**config.mk**
```make
export PLATFORM = sky130hd
export DESIGN_NAME = spi_bus_ctrl
export DESIGN_NICKNAME = d
export VERILOG_FILES = /design/src/rtl/spi_bus_ctrl.sv
export SDC_FILE = /design/constraint.sdc
export NUM_CORES = 1
export LEC_CHECK = 0
export CAP_MARGIN = 20
export CELL_PAD_IN_SITES_DETAIL_PLACEMENT = 0
export CELL_PAD_IN_SITES_GLOBAL_PLACEMENT = 2
export CORE_UTILIZATION = 35
export DETAILED_ROUTE_END_ITERATION = 7
export PLACE_DENSITY_LB_ADDON = 0.2
export SETUP_SLACK_MARGIN = 0.02
export SLEW_MARGIN = 30
export SYNTH_ARGS = -nofsm -noshare
export SYNTH_HDL_FRONTEND = slang
export SYNTH_SLANG_ARGS = --single-unit
```
**constraint.sdc**
```tcl
create_clock -name sys_clk -period 3.2 [get_ports sys_clk]
set_clock_uncertainty 0.2 [all_clocks]
set_input_delay 0.48 -clock sys_clk [delete_from_list [all_inputs] [get_ports sys_clk]]
set_output_delay 0.48 -clock sys_clk [all_outputs]
set_load 0.03 [all_outputs]
```
**src/rtl/spi_bus_ctrl.sv**
```systemverilog
// spi_bus_ctrl: bus-side tap between a real SPI master and slave.
// Captures MOSI/MISO chunks on command and can substitute fake bits.
module spi_bus_ctrl #(
    parameter int BUF_SIZE         = 9,
    parameter int CHUNK_SIZE_WIDTH = $clog2(BUF_SIZE + 1),
    parameter int SYNC_STAGES      = 2
) (
    input  logic                        sys_clk,
    input  logic                        rst,
    input  logic                        sclk_in,
    input  logic                        ss_in,
    input  logic                        mosi_in,
    input  logic                        miso_in,
    output logic                        mosi_out,
    output logic                        miso_out,
    output logic                        comm_active,
    output logic                        bus_ready,
    output logic [BUF_SIZE-1:0]         real_mosi_data,
    output logic [BUF_SIZE-1:0]         real_miso_data,
    input  logic                        cmd_next_chunk,
    input  logic                        cmd_finish,
    input  logic [CHUNK_SIZE_WIDTH-1:0] next_chunk_size,
    input  logic                        fake_mosi_select,
    input  logic                        fake_miso_select,
    input  logic [BUF_SIZE-1:0]         fake_mosi_data,
    input  logic [BUF_SIZE-1:0]         fake_miso_data
);

    localparam int CW = CHUNK_SIZE_WIDTH;
    localparam logic [CW-1:0] SIZE_MAX = CW'(BUF_SIZE);
    localparam logic [CW-1:0] ONE      = CW'(1);

    typedef enum logic [1:0] {IDLE, ACTIVE, XFER, FINISH} state_e;

    state_e state_q, state_d;

    logic [SYNC_STAGES-1:0] sclk_sync_q, sclk_sync_d;
    logic [SYNC_STAGES-1:0] ss_sync_q, ss_sync_d;
    logic [SYNC_STAGES-1:0] mosi_sync_q, mosi_sync_d;
    logic [SYNC_STAGES-1:0] miso_sync_q, miso_sync_d;
    logic                   sclk_prev_q, sclk_prev_d;
    logic                   ss_prev_q, ss_prev_d;

    logic [CW-1:0]       size_q, size_d;
    logic [CW-1:0]       cnt_q, cnt_d;
    logic [CW-1:0]       ptr_q, ptr_d;
    logic                sub_mosi_q, sub_mosi_d;
    logic                sub_miso_q, sub_miso_d;
    logic                hold_q, hold_d;
    logic                skip_q, skip_d;
    logic [BUF_SIZE-1:0] fake_mosi_q, fake_mosi_d;
    logic [BUF_SIZE-1:0] fake_miso_q, fake_miso_d;
    logic [BUF_SIZE-1:0] shift_mosi_q, shift_mosi_d;
    logic [BUF_SIZE-1:0] shift_miso_q, shift_miso_d;
    logic [BUF_SIZE-1:0] real_mosi_q, real_mosi_d;
    logic [BUF_SIZE-1:0] real_miso_q, real_miso_d;

    logic          sclk_s, ss_s, mosi_s, miso_s;
    logic          sclk_rise, sclk_fall, ss_rise, ss_fall;
    logic          start_chunk, in_xfer, chunk_done, clear_sel;
    logic [CW-1:0] n_clamp;

    // Synchroniser chains and edge-detect inputs; data shares clock depth
    always_comb begin
        sclk_sync_d = (sclk_sync_q << 1) | SYNC_STAGES'(sclk_in);
        ss_sync_d   = (ss_sync_q << 1) | SYNC_STAGES'(ss_in);
        mosi_sync_d = (mosi_sync_q << 1) | SYNC_STAGES'(mosi_in);
        miso_sync_d = (miso_sync_q << 1) | SYNC_STAGES'(miso_in);
        sclk_s      = sclk_sync_q[SYNC_STAGES-1];
        ss_s        = ss_sync_q[SYNC_STAGES-1];
        mosi_s      = mosi_sync_q[SYNC_STAGES-1];
        miso_s      = miso_sync_q[SYNC_STAGES-1];
        sclk_prev_d = sclk_s;
        ss_prev_d   = ss_s;
        sclk_rise   = sclk_s & ~sclk_prev_q;
        sclk_fall   = ~sclk_s & sclk_prev_q;
        ss_rise     = ss_s & ~ss_prev_q;
        ss_fall     = ~ss_s & ss_prev_q;
    end

    // Synchroniser registers; SS idles high so its chain resets to ones
    always_ff @(posedge sys_clk or negedge rst) begin
        if (!rst) begin
            sclk_sync_q <= '0;
            ss_sync_q   <= '1;
            mosi_sync_q <= '0;
            miso_sync_q <= '0;
            sclk_prev_q <= 1'b0;
            ss_prev_q   <= 1'b1;
        end else begin
            sclk_sync_q <= sclk_sync_d;
            ss_sync_q   <= ss_sync_d;
            mosi_sync_q <= mosi_sync_d;
            miso_sync_q <= miso_sync_d;
            sclk_prev_q <= sclk_prev_d;
            ss_prev_q   <= ss_prev_d;
        end
    end

    // Command qualification shared by the FSM and the datapath
    always_comb begin
        n_clamp = (next_chunk_size > SIZE_MAX) ? SIZE_MAX : next_chunk_size;
        start_chunk = (state_q == ACTIVE) && !ss_rise && !cmd_finish &&
                      cmd_next_chunk && (next_chunk_size != '0);
        in_xfer    = (state_q == XFER) && !ss_rise;
        chunk_done = in_xfer && sclk_rise && ((cnt_q + ONE) == size_q);
        clear_sel  = ss_rise || (state_q == IDLE) || (state_q == FINISH) ||
                     ((state_q == ACTIVE) && cmd_finish);
    end

    // FSM state register
    always_ff @(posedge sys_clk or negedge rst) begin
        if (!rst) state_q <= IDLE;
        else      state_q <= state_d;
    end

    // FSM next-state logic; SS release always wins
    always_comb begin
        state_d = state_q;
        unique case (state_q)
            IDLE:    if (ss_fall) state_d = ACTIVE;
            ACTIVE: begin
                if (ss_rise)          state_d = IDLE;
                else if (cmd_finish)  state_d = FINISH;
                else if (start_chunk) state_d = XFER;
            end
            XFER: begin
                if (ss_rise)         state_d = IDLE;
                else if (chunk_done) state_d = ACTIVE;
            end
            FINISH:  if (ss_rise) state_d = IDLE;
            default: state_d = IDLE;
        endcase
    end

    // FSM status outputs
    always_comb begin
        comm_active = 1'b1;
        bus_ready   = 1'b0;
        unique case (state_q)
            IDLE: begin
                comm_active = 1'b0;
                bus_ready   = 1'b1;
            end
            ACTIVE:  bus_ready = 1'b1;
            XFER:    bus_ready = 1'b0;
            FINISH:  bus_ready = 1'b0;
            default: bus_ready = 1'b0;
        endcase
    end

    // Chunk datapath: latch, capture, fake pointer and substitution hold
    always_comb begin
        size_d       = size_q;
        cnt_d        = cnt_q;
        ptr_d        = ptr_q;
        sub_mosi_d   = sub_mosi_q;
        sub_miso_d   = sub_miso_q;
        hold_d       = hold_q;
        skip_d       = skip_q;
        fake_mosi_d  = fake_mosi_q;
        fake_miso_d  = fake_miso_q;
        shift_mosi_d = shift_mosi_q;
        shift_miso_d = shift_miso_q;
        real_mosi_d  = real_mosi_q;
        real_miso_d  = real_miso_q;
        if (start_chunk) begin
            size_d       = n_clamp;
            cnt_d        = '0;
            ptr_d        = n_clamp - ONE;
            sub_mosi_d   = fake_mosi_select;
            sub_miso_d   = fake_miso_select;
            fake_mosi_d  = fake_mosi_data;
            fake_miso_d  = fake_miso_data;
            shift_mosi_d = '0;
            shift_miso_d = '0;
            hold_d       = 1'b0;
            // a still-pending falling edge belongs to the previous chunk
            skip_d       = hold_q && !sclk_fall;
        end else if (in_xfer) begin
            if (sclk_rise) begin
                shift_mosi_d = (shift_mosi_q << 1) | BUF_SIZE'(mosi_s);
                shift_miso_d = (shift_miso_q << 1) | BUF_SIZE'(miso_s);
                cnt_d        = cnt_q + ONE;
                if (chunk_done) begin
                    real_mosi_d = shift_mosi_d;
                    real_miso_d = shift_miso_d;
                    hold_d      = 1'b1;
                end
            end
            if (sclk_fall) begin
                if (skip_q)            skip_d = 1'b0;
                else if (ptr_q != '0)  ptr_d  = ptr_q - ONE;
            end
        end else if (hold_q && sclk_fall) begin
            sub_mosi_d = 1'b0;
            sub_miso_d = 1'b0;
            hold_d     = 1'b0;
        end
        if (clear_sel) begin
            sub_mosi_d = 1'b0;
            sub_miso_d = 1'b0;
            hold_d     = 1'b0;
            skip_d     = 1'b0;
        end
    end

    // Datapath registers
    always_ff @(posedge sys_clk or negedge rst) begin
        if (!rst) begin
            size_q       <= '0;
            cnt_q        <= '0;
            ptr_q        <= '0;
            sub_mosi_q   <= 1'b0;
            sub_miso_q   <= 1'b0;
            hold_q       <= 1'b0;
            skip_q       <= 1'b0;
            fake_mosi_q  <= '0;
            fake_miso_q  <= '0;
            shift_mosi_q <= '0;
            shift_miso_q <= '0;
            real_mosi_q  <= '0;
            real_miso_q  <= '0;
        end else begin
            size_q       <= size_d;
            cnt_q        <= cnt_d;
            ptr_q        <= ptr_d;
            sub_mosi_q   <= sub_mosi_d;
            sub_miso_q   <= sub_miso_d;
            hold_q       <= hold_d;
            skip_q       <= skip_d;
            fake_mosi_q  <= fake_mosi_d;
            fake_miso_q  <= fake_miso_d;
            shift_mosi_q <= shift_mosi_d;
            shift_miso_q <= shift_miso_d;
            real_mosi_q  <= real_mosi_d;
            real_miso_q  <= real_miso_d;
        end
    end

    assign mosi_out       = sub_mosi_q ? fake_mosi_q[ptr_q] : mosi_in;
    assign miso_out       = sub_miso_q ? fake_miso_q[ptr_q] : miso_in;
    assign real_mosi_data = real_mosi_q;
    assign real_miso_data = real_miso_q;

endmodule

```
Yosys cells after proc, flatten, opt, wreduce, memory -nomap -nowiden. Cells that the tools add are included.

Register bits after elaboration: 80. Output and inout bits: 22. Word-level logic and storage cells: 134.

Add/sub/neg operators: 3. Order comparisons: 2. Equal/unequal tests: 12. Muxes and demuxes: 46. Bitwise logic cells: 15. Reductions and logical operators: 36.

Operators by type and width (count): 2-to-1 mux 8 bit (6); 2-to-1 mux 4 bit (9); 2-to-1 mux 1 bit (20); bitwise OR 9 x 1 -> 9 bit (2); 2-to-1 mux 2 bit (7); AND reduction 4 bit (3); nonzero test 4 bit (3); logical AND 1 bit (10); nonzero test 3 bit (3); binary-select mux 1 bit (select 4 bit) (2); bitwise OR 2 x 1 -> 2 bit (4); one-hot mux 2 bit (4 select lines) (1); nonzero test 2 bit (4); subtractor 4 x 1 -> 4 bit, second input constant (2); AND reduction 2 bit (3); < comparator 4 x 5 -> 1 bit, second input constant (1); NOT 1 bit (5); adder 4 x 1 -> 4 bit, second input constant (1); AND 1 bit (4); == test 2 bit, second input constant (2); == test 4 bit (1); greater-than comparator 4 bit, second input constant (1); != test 2 bit, second input constant (2); != test 4 x 2 -> 1 bit, second input constant (1); 12 further kinds (17).

Depth between registers and ports, before layout. Gate-level depths: netlist (run 1).

Depth in word-level cells: 11. Gate-level depth with buffers: 9. Depth with buffers taken out: 7.

Worst setup path before layout (run 1). OpenSTA, ideal clock, no wires.

Path type: flip-flop to output port. Start point: register ptr_q[0]. End point: output port miso_out. Data arrival time: 1.858 ns. Data required time: 2.520 ns. Slack: 0.662 ns. Cell stages (with the launch flop): 6. Cells stage by stage: dfrtp_1 clkbuf_1 mux2i_1 or3_1 a31o_2 a31oi_1.

Word-level cells in the longest chain between the ends: 3.

Ends and longest elaborated chain: start: declaration (RTL line 46) `logic [CW-1:0] ptr_q, ptr_d;`; start signal: assignment (RTL line 227) `ptr_q <= ptr_d;`; binary-select mux 1 bit (select 4 bit) (RTL line 242) `assign miso_out = sub_miso_q ? fake_miso_q[ptr_q] : miso_in;`; 2-to-1 mux 1 bit (implied by the code) (RTL line 242); 2-to-1 mux 1 bit (RTL line 242); end: declaration (RTL line 15) `output logic miso_out,`.

No other way between the ends. The select of a mux whose other input is x is not followed.

Worst setup path after layout (run 1).
Start point: register ptr_q[0]. End point: output port mosi_out.

Word-level cells in the longest chain between the ends: 3.

Ends and longest elaborated chain: binary-select mux 1 bit (select 4 bit) (RTL line 241) `assign mosi_out = sub_mosi_q ? fake_mosi_q[ptr_q] : mosi_in;`; 2-to-1 mux 1 bit (implied by the code) (RTL line 241); 2-to-1 mux 1 bit (RTL line 241); end: declaration (RTL line 14) `output logic mosi_out,`.

No other way between the ends. The select of a mux whose other input is x is not followed.

==> summary.txt, run 1 <==
Status
  • Status: complete, no violations

STA
  • RSZ-0062 raised after global routing: false
  • Final setup viols: 0
  • Final TNS setup: 0 ns
  • Slew @ Worst Pin: 0.743 ns
  • Max Clk Rate: 0.365 GHz
  • Hold Slack: 0.156 ns
  • Worst slew margin: 0.505
  • Max Transition Viols Final: 0
  • Final period utilization: 0.856
  • Fin. Hold Viols: 0
  • Post-layout minimum cycle time: 2.74 ns

Worst setup path
  • Reg2reg setup slack: 0.62 ns
  • CP Data Required Time: 2.52 ns
  • Arrival @ worst endpoint: 2.06 ns
  • Crit end category: output pin
  • Crit Path Category: register to output pin
  • Critical Path Source: ptr_q[0]
  • Crit path max fanout: 11
  • Worst R2R Start: ss_prev_q
  • Worst r2r path cells: 4
  • Startpoint types: register

CTS
  • Root Driver: clkbuf_8
  • Sink Count: 80
  • CTS tree: done
  • Clock tree buffer depth: 2
  • Post-CTS setup buffers: 0
  • H-tree depth: 3
  • Clock Pin Slew Worst Setup and Hold Paths: 0.10 ns
  • Clk_lat worst skew: 0.35 ns
  • CTS buffer count: 9

Floorplan
  • I/O Pins: 54
  • Die Area: 0.0104 mm^2
  • Die X: 102 um
  • Chip Height: 102 um
  • Core ar.: 0.00973 mm^2
  • Initial Util: 0.361
  • Rows: 36

Synthesis
  • Synthesized flop and latch total: 80
  • Synth Flop Type: dfrtp_1
  • FFs w/ async S/R, synth: 1.00
  • Sequential element share of the synthesized area: 0.571
  • Mapped Cells: 306
  • Syn Std Cell Area: 0.00351 mm^2
  • Mean Syn Cell Area: 11.5 um^2
  • Unique masters post-synth: 46
  • EDFF count, synth: 0
  • Synth Net Count: 340
  • Synth warn: 0

Route
  • Drt initial violations: 85
  • Avg WL per Cell: 13.9 um
  • Drt drc: 0
  • Vias per Instance: 4.79
  • TritonRoute pass-1 iters: 4
  • Via count: 2396
  • Final wirelength: 6950 um
  • Post-DRT Antenna Nets: 0

Power
  • Leak pwr: 2.07 nW
  • Worst IR Drop VDD: 0.337 mV
  • Overall Power: 3.79 mW
  • Cell Pwr Density: 854 mW/mm^2

Final layout
  • Fraction of layout cells with a size suffix above 1: 0.163
  • Fillers: 975
  • N_diodes: 0
  • Nets@finish: 396
  • Synth-to-layout area growth: 26.4%
  • Final core utilization: 0.456
  • Design area: 0.00444 mm^2

Placement
  • PortBufs: 53
  • HPWL Detailed: 4650 um
  • Gpl congestion: 0.759
  • Post-DP Area: 0.00418 mm^2

Global routing
  • GRT overflow: 0
  • Largest net degree at the start of global routing: 81
  • GRT Util Overall: 0.151
  • Vias in the first global route: 2413
  • Global-route wire length before repair: 12100 um
  • Initial antenna violation count: 0

Hold path
  • Worst Hold Depth: 0
  • Hold Crit Class: register to register
  • Hold Startpoint: mosi_sync_q[0]

Job
  • Total of max-cap violations: 0
layout by cell type (no fill, tap or decap), types with 4 or more instances in the layout:
cell	Yosys	layout
a21oi_1	4	4
nand2_1	88	88
mux2_2	4	4
clkdlybuf4s50_1	0	50
o2bb2ai_1	17	17
inv_1	4	4
xnor2_1	4	4
buf_4	0	7
mux2_4	17	17
nor2_1	5	5
mux2i_1	4	4
nand3_1	8	8
dfrtp_1	77	76
clkbuf_8	0	9
sequential cells by signal, summed over array words and instances (netlist names), 4 cells and up:
name / count
fake_mosi_q: 9
ptr_q: 4
shift_miso_q: 8
fake_miso_q: 9
size_q: 4
real_mosi_data: 9
real_miso_data: 9
cnt_q: 4
shift_mosi_q: 8
cell usage after synthesis (3+ instances only):
| library cell | count | area, um^2 |
|---|---|---|
| a21boi_0 | 3 | 22.5 |
| a21oi_1 | 4 | 20.0 |
| a22o_1 | 3 | 26.3 |
| a31o_2 | 3 | 26.3 |
| clkbuf_1 | 10 | 37.5 |
| dfrtp_1 | 77 | 1930 |
| dfstp_2 | 3 | 78.8 |
| inv_1 | 4 | 15.0 |
| mux2_2 | 4 | 45.0 |
| mux2_4 | 17 | 255 |
| mux2i_1 | 4 | 40.0 |
| nand2_1 | 88 | 330 |
| nand3_1 | 8 | 40.0 |
| nand4_1 | 3 | 18.8 |
| nor2_1 | 5 | 18.8 |
| nor2b_1 | 3 | 18.8 |
| nor3b_1 | 3 | 22.5 |
| o21ai_0 | 3 | 15.0 |
| o2bb2ai_1 | 17 | 149 |
| or3_1 | 3 | 18.8 |
| xnor2_1 | 4 | 35.0 |
| xor2_1 | 3 | 26.3 |
worst paths after layout:
| kind | end |
|---|---|
| max | mosi_out |
| min | mosi_sync_q[1] |
| max reg2reg | real_miso_data[2] |
| min reg2reg | mosi_sync_q[1] |
| max in group asynchronous | ptr_q[0] |
| min in group asynchronous | real_mosi_data[3] |
power breakdown:
group,switching (mW),internal [mW]
Sequential,0.297,1.37
Clock,0.417,0.457
Combinational,0.591,0.653
critical path, cell delays in order (launching register included):
cell	delay, ns
dfrtp_2	0.51
mux2i_1	0.15
or3_1	0.31
a31o_2	0.25
a31oi_1	0.18
dlymetal6s2s_1	0.31
cell families (layout without fill, tap and decap cells):
group | count (synthesis) | after routing | share of synthesized area
xor+xnor | 7 | 7 | 0.0175
buf+inv | 20 | 81 | 0.0264
fa+ha+maj | 2 | 2 | 0.00713
compound gates | 47 | 47 | 0.106
mux | 27 | 27 | 0.110
flops | 80 | 80 | 0.571
simple gates | 123 | 123 | 0.162
metrics by stage:
step	setup WS, ns	std cells
global route	0.341	500
CTS	0.0339	500
floorplan	0.662	306
detailed placement	0.328	483
global placement	0.354	483
finish	0.461	500
area by class of cell:
type	count	area (um^2)	area share
sequential	80	2010	0.452
multi-input combinational	206	1410	0.318
timing repair buffer	61	599	0.135
tap	133	166	0.0375
clock buffer	9	124	0.0279
clock inverter	7	113	0.0254
inverter	4	15.0	0.00338
per-layer routing:
layer / vias up / wire length, um / GRT usage
met5: - / 0 / 0
met4: 0 / 93 / 0.0495
met3: 10 / 253 / 0.0369
met2: 45 / 3190 / 0.242
met1: 1161 / 3420 / 0.202
li1: 1180 / - / -
what timing repair did:
| action | CTS | global route |
|---|---|---|
| endpoints found under the hold margin | 44 | 0 |
| endpoints found under the setup margin | 2 | 2 |
| gates resized for setup | 1 | 2 |
| hold buffers | 1 | 0 |
Note: power is estimated with default switching activity, not from simulation.
==> run 2, diff against run 1 <==
--- a/config.mk
+++ b/config.mk
@@ -11,6 +11,7 @@
 export CORE_UTILIZATION = 35
 export DETAILED_ROUTE_END_ITERATION = 7
 export PLACE_DENSITY_LB_ADDON = 0.2
+export RECOVER_POWER = 25
 export SETUP_SLACK_MARGIN = 0.02
 export SLEW_MARGIN = 30
 export SYNTH_ARGS = -nofsm -noshare
==> summary.txt, run 2 (synthesized netlist as in run 1, its figures left out) <==
Status
  • Status: complete, no violations

CTS
  • Sink Count: 80
  • Clk_lat worst skew: 0.35 ns
  • CTS buffer count: 9
  • H-tree depth: 3
  • Clock tree buffer depth: 2
  • Clock Pin Slew Worst Setup and Hold Paths: 0.10 ns
  • Root Driver: clkbuf_8
  • Post-CTS setup buffers: 0
  • CTS tree: done

Worst setup path
  • Crit end category: output pin
  • Crit Path Category: register to output pin
  • Worst r2r path cells: 4
  • Startpoint types: register
  • Arrival @ worst endpoint: 2.06 ns
  • CP Data Required Time: 2.52 ns
  • Critical Path Source: ptr_q[0]
  • Worst R2R Start: ss_prev_q
  • Reg-to-Reg End: real_miso_data[2]
  • Crit path to: mosi_out
  • Crit path max fanout: 11
  • Reg2reg setup slack: 0.62 ns

Route
  • Post-DRT Antenna Nets: 0
  • Drt initial violations: 85
  • Final wirelength: 6950 um
  • TritonRoute pass-1 iters: 4
  • Drt drc: 0
  • Via count: 2396
  • Vias per Instance: 4.79
  • Avg WL per Cell: 13.9 um

Placement
  • Post-DP Area: 0.00418 mm^2
  • PortBufs: 53
  • Gpl congestion: 0.759
  • HPWL Detailed: 4650 um
  • Dpl cells: 483

Hold path
  • Hold Crit Class: register to register

STA
  • RSZ-0062 raised after global routing: false
  • Slew @ Worst Pin: 0.743 ns
  • Max Clk Rate: 0.365 GHz
  • Max Transition Viols Final: 0
  • Final setup viols: 0
  • Final period utilization: 0.856
  • Worst slew margin: 0.504
  • Fin. Hold Viols: 0
  • Final TNS setup: 0 ns
  • Post-layout minimum cycle time: 2.74 ns

Global routing
  • Largest net degree at the start of global routing: 81
  • Initial antenna violation count: 0
  • GRT Util Overall: 0.151
  • Global-route wire length before repair: 12100 um
  • Vias in the first global route: 2413
  • GRT overflow: 0

Power
  • Clk pwr share: 0.231
  • Switching power total: 1.30 mW
  • Leak pwr: 2.07 nW
  • Overall Power: 3.79 mW
  • Sw Share: 0.345
  • Internal: 2.48 mW
  • Worst IR Drop VDD: 0.337 mV
  • Comb pwr share: 0.328
  • Sequential group share of total power: 0.441
  • Cell Pwr Density: 853 mW/mm^2

Floorplan
  • Initial Util: 0.361
  • Rows: 36
  • Chip Height: 102 um
  • Die Area: 0.0104 mm^2
  • Core ar.: 0.00973 mm^2
  • I/O Pins: 54
  • Die X: 102 um

Final layout
  • Synth-to-layout area growth: 26.4%
  • Non-Filler Instances: 500
  • Most common cell after layout, fill and taps aside: nand2_1
  • Most frequent cells in the layout: nand2_1 (88), dfrtp_1 (76), clkdlybuf4s50_1 (46)
  • Design area: 0.00444 mm^2
  • Fraction of layout cells with a size suffix above 1: 0.161
  • N_diodes: 0
  • Nets@finish: 396

Job
  • Total of max-cap violations: 0
-- run 2: cell types whose count changed in the layout (fill, tap and decap cells not counted) --
cell	delta
clkdlybuf4s50_1	-4
dfstp_1	+1
dfstp_2	-1
dlygate4sd3_1	+4
-- run 2: worst min path at each step --
| stage | slack, ns | depth (start not counted) | startpoint | end |
|---|---|---|---|---|
| floorplan | -0.02 | 0 | rst | cnt_q[0] |
| global placement | 0.13 | 0 | sclk_sync_q[0] | sclk_sync_q[1] |
| detailed placement | 0.14 | 0 | sclk_sync_q[0] | sclk_sync_q[1] |
| CTS | 0.16 | 0 | mosi_sync_q[0] | mosi_sync_q[1] |
| global route | 0.16 | 0 | mosi_sync_q[0] | mosi_sync_q[1] |
| finish | 0.16 | 0 | mosi_sync_q[0] | mosi_sync_q[1] |
-- run 2: what timing repair did --
action                                  4_1_cts  5_1_grt
endpoints found under the setup margin        2        2
endpoints found under the hold margin        44        0
gates resized for setup                       1        2
hold buffers                                  1        0
-- run 2: area by class of cell --
type	count	area, um^2
Clock buffer	9	124
Clock inverter	7	113
Fill cell	975	5290
Inverter	4	15.0
Multi-Input combinational cell	206	1410
Sequential cell	80	2010
Tap cell	133	166
Timing Repair Buffer	61	599
-- run 2: power by group through the flow --
stage	Clock, mW	Sequential (mW)	Combinational, mW
2_1_floorplan	0	1.73	0.783
3_3_place_gp	0	1.70	1.25
3_5_place_dp	0	1.69	1.26
4_1_cts	0.905	1.67	1.27
5_1_grt	0.945	1.73	1.39
6_report	0.874	1.67	1.24
-- run 2: worst max-delay path, cell delays in order, from the launching register on --
cell	delay (ns)
dfrtp_2	0.51
mux2i_1	0.15
or3_1	0.31
a31o_2	0.25
a31oi_1	0.18
dlymetal6s2s_1	0.31
-- run 2: routing by layer --
metal  share of wire  track usage
met5               0            0
met3           0.036       0.0369
met4           0.013       0.0495
met1            0.49        0.202
met2            0.46        0.242
-- run 2: through the flow --
stage | hold slack, ns | utilization | worst slack [ns]
global placement | 0.133 | 0.430 | 0.354
detailed placement | 0.139 | 0.430 | 0.328
floorplan | -0.0156 | - | 0.662
global route | 0.163 | 0.456 | 0.341
finish | 0.156 | 0.456 | 0.461
CTS | 0.158 | 0.456 | 0.0339
==> variant: new RTL, settings of run 1 <==
`BUF_SIZE`: 9 -> 18.
--- a/src/rtl/spi_bus_ctrl.sv
+++ b/src/rtl/spi_bus_ctrl.sv
@@ -3,3 +3,3 @@
 module spi_bus_ctrl #(
-    parameter int BUF_SIZE         = 9,
+    parameter int BUF_SIZE         = 18,
     parameter int CHUNK_SIZE_WIDTH = $clog2(BUF_SIZE + 1),
Interface: changed (5 resized); port bits go from 54 to 91. The function was not compared with the original's and may differ.
==> variant against run 1 <==
- sequential cell count up 57
- combinational power rose by 81%
- synthesized area rose by 67%
- register-to-register slack got worse by 0.03 ns
- global-route usage rose by 0.80 points
- sequential share of layout area decreased by 0.78 points
- routed wire length is 83% higher
- power up 93%
- setup slack got worse by 0.23 ns
- final area increased by 74%
- synthesized cell count rose by 81%
- critical path type unchanged
- largest power group unchanged
==> variant: results (changes against run 1) <==
Clock tree
  • Root Driver: clkbuf_16
  • Clk buf depth: 2 (unchanged)
  • Worst-path clk slew: 0.05 ns (-0.05 ns)
  • Latest clock arrival within the worst-skew pair: 0.41 ns (+0.06 ns)
  • CTS HTree Levels: 4 (+1)
  • CTS Buf Count: 17 (+8)

Routing
  • Wirelength per Cell: 14.6 um (+4.9%)
  • Vias per Instance: 4.80 (about the same)
  • Highest Signal Layer: met4
  • Violation count after the first detailed-route iteration: 205 (+140%)
  • Met2 WL: 6230 um (+96%)
  • Pre-antenna DRT Iters: 4 (unchanged)
  • Routed length on met3: 433 um (+71%)
  • WL met1: 5890 um (+72%)

Power and ir drop
  • P_leak: 0.00357 uW (+72%)
  • VDD IR-drop max: 0.456 mV (+35%)
  • Sw frac: 31.4% (-3.1 points)

Final layout
  • Share of cells above drive strength 1: 14.8% (-1.5 points)
  • Fin cells: 871 (+74%)
  • Number of diodes: 0 (unchanged)
  • NumNets Final: 697 (+76%)

Placed design
  • PortBufs: 90 (+70%)
  • RD Place Congestion: 0.883 (+16%)
  • Placed insts: 840 (+74%)
  • Placed inst area: 0.00704 mm^2 (+68%)
  • Post-DP HPWL: 8460 um (+82%)

Setup path
  • Crit path max fanout: 5 (-6)
  • Crit-path max cell delay: 0.56 ns (+0.05 ns)
  • Register-to-register setup slack: 0.59 ns (-0.03 ns)
  • Slowest cell on crit path: or4_1
  • Crit path DAT: 2.29 ns (+0.23 ns)

Synth
  • Cells after Synth: 553 (+81%)
  • Most frequent cells after synthesis: nand2_1, dfrtp_1, a21oi_1
  • Syn Nets: 606 (+78%)
  • Post-synthesis sequential area ratio: 58.6% (+1.5 points)
  • Number of distinct library cells after synthesis: 47 (+2.2%)
  • Ys Warns: 0 (unchanged)
  • Synth top area cells: dfrtp_1, nand2_1, mux2_2, a21oi_1, mux4_2
  • Async SR Flop Fraction: 100% (unchanged)

Global route
  • Number of global-route vias before repair: 4273 (+77%)
  • First-pass GRT wire length: 21600 um (+78%)
  • GRT Resource Usage Total: 15.9% (+0.80 points)
  • Largest net degree at the start of global routing: 55 (-32%)
  • Initial antenna violation count: 0 (unchanged)

Hold path
  • HP Class: reg2reg

STA
  • Relative slew slack: 64.0% (+14 points)

Status
  • Outcome: completed
variant: power groups by stage:
stage	logic, uW	registers [uW]	clock network (uW)
finish	2240	2850	2230
global route	2450	2970	2350
CTS	2280	2870	2290
detailed placement	2270	2900	0
global placement	2240	2870	0
floorplan	1240	3060	0
variant: final cells by class:
cell class	count	area, um^2
clock buffer	22	484
clock inverter	8	190
fill	1489	8400
inverter	6	22.5
multi-input combinational	379	2280
sequential	137	3430
tap	216	270
timing repair buffer	103	1040
variant: path summary, 6_finish.rpt:
kind / endpoint / from / cells after the start
worst min register to register: miso_sync_q[1] / miso_sync_q[0] / 0
worst min-delay path: miso_sync_q[1] / miso_sync_q[0] / 0
max in group asynchronous: ss_sync_q[1] / rst / 3
min in group asynchronous: real_miso_data[2] / rst / 2
worst max-delay path: miso_out / ptr_q[4] / 5
worst max register to register: real_mosi_data[17] / ss_prev_q / 6
variant: what timing repair did:
| item | in CTS | in global routing |
|---|---|---|
| endpoints found under the hold margin | 51 | 0 |
| hold buffers | 1 | 0 |
| setup endpoints to repair | 2 | 0 |
| setup buffers | 0 | 0 |
| resized for setup | 2 | 0 |
variant: layer usage:
metal,global-route usage (%),vias up
li1,-,2027
met1,20.2,2044
met2,26.4,96
met3,3.13,10
met4,6.98,0
met5,0,-
variant: logic make-up after synthesis:
logic type / count (synthesis) / share of synthesized area, %
flops: 137 / 58.6
compound gates: 64 / 6.65
buf+inv: 37 / 2.76
fa+ha+maj: 2 / 0.427
simple gates: 248 / 17.8
xor+xnor: 14 / 2.09
mux: 51 / 11.7
variant: critical path: cells and delay by family, from the launching register on:
kind / cells / cell delay, ns
simple gates: 1 / 0.56
compound gates: 2 / 0.39
buf+inv: 2 / 0.50
flops: 1 / 0.43
variant: metrics by stage:
step / hold WS, ns / setup WS, ns / power, uW
4_1_cts: 0.151 / 0.184 / 7430
3_3_place_gp: 0.139 / 0.0950 / 5120
6_report: 0.147 / 0.230 / 7330
5_1_grt: 0.164 / 0.0906 / 7770
3_5_place_dp: 0.140 / 0.0259 / 5170
2_1_floorplan: -0.0156 / 0.312 / 4300
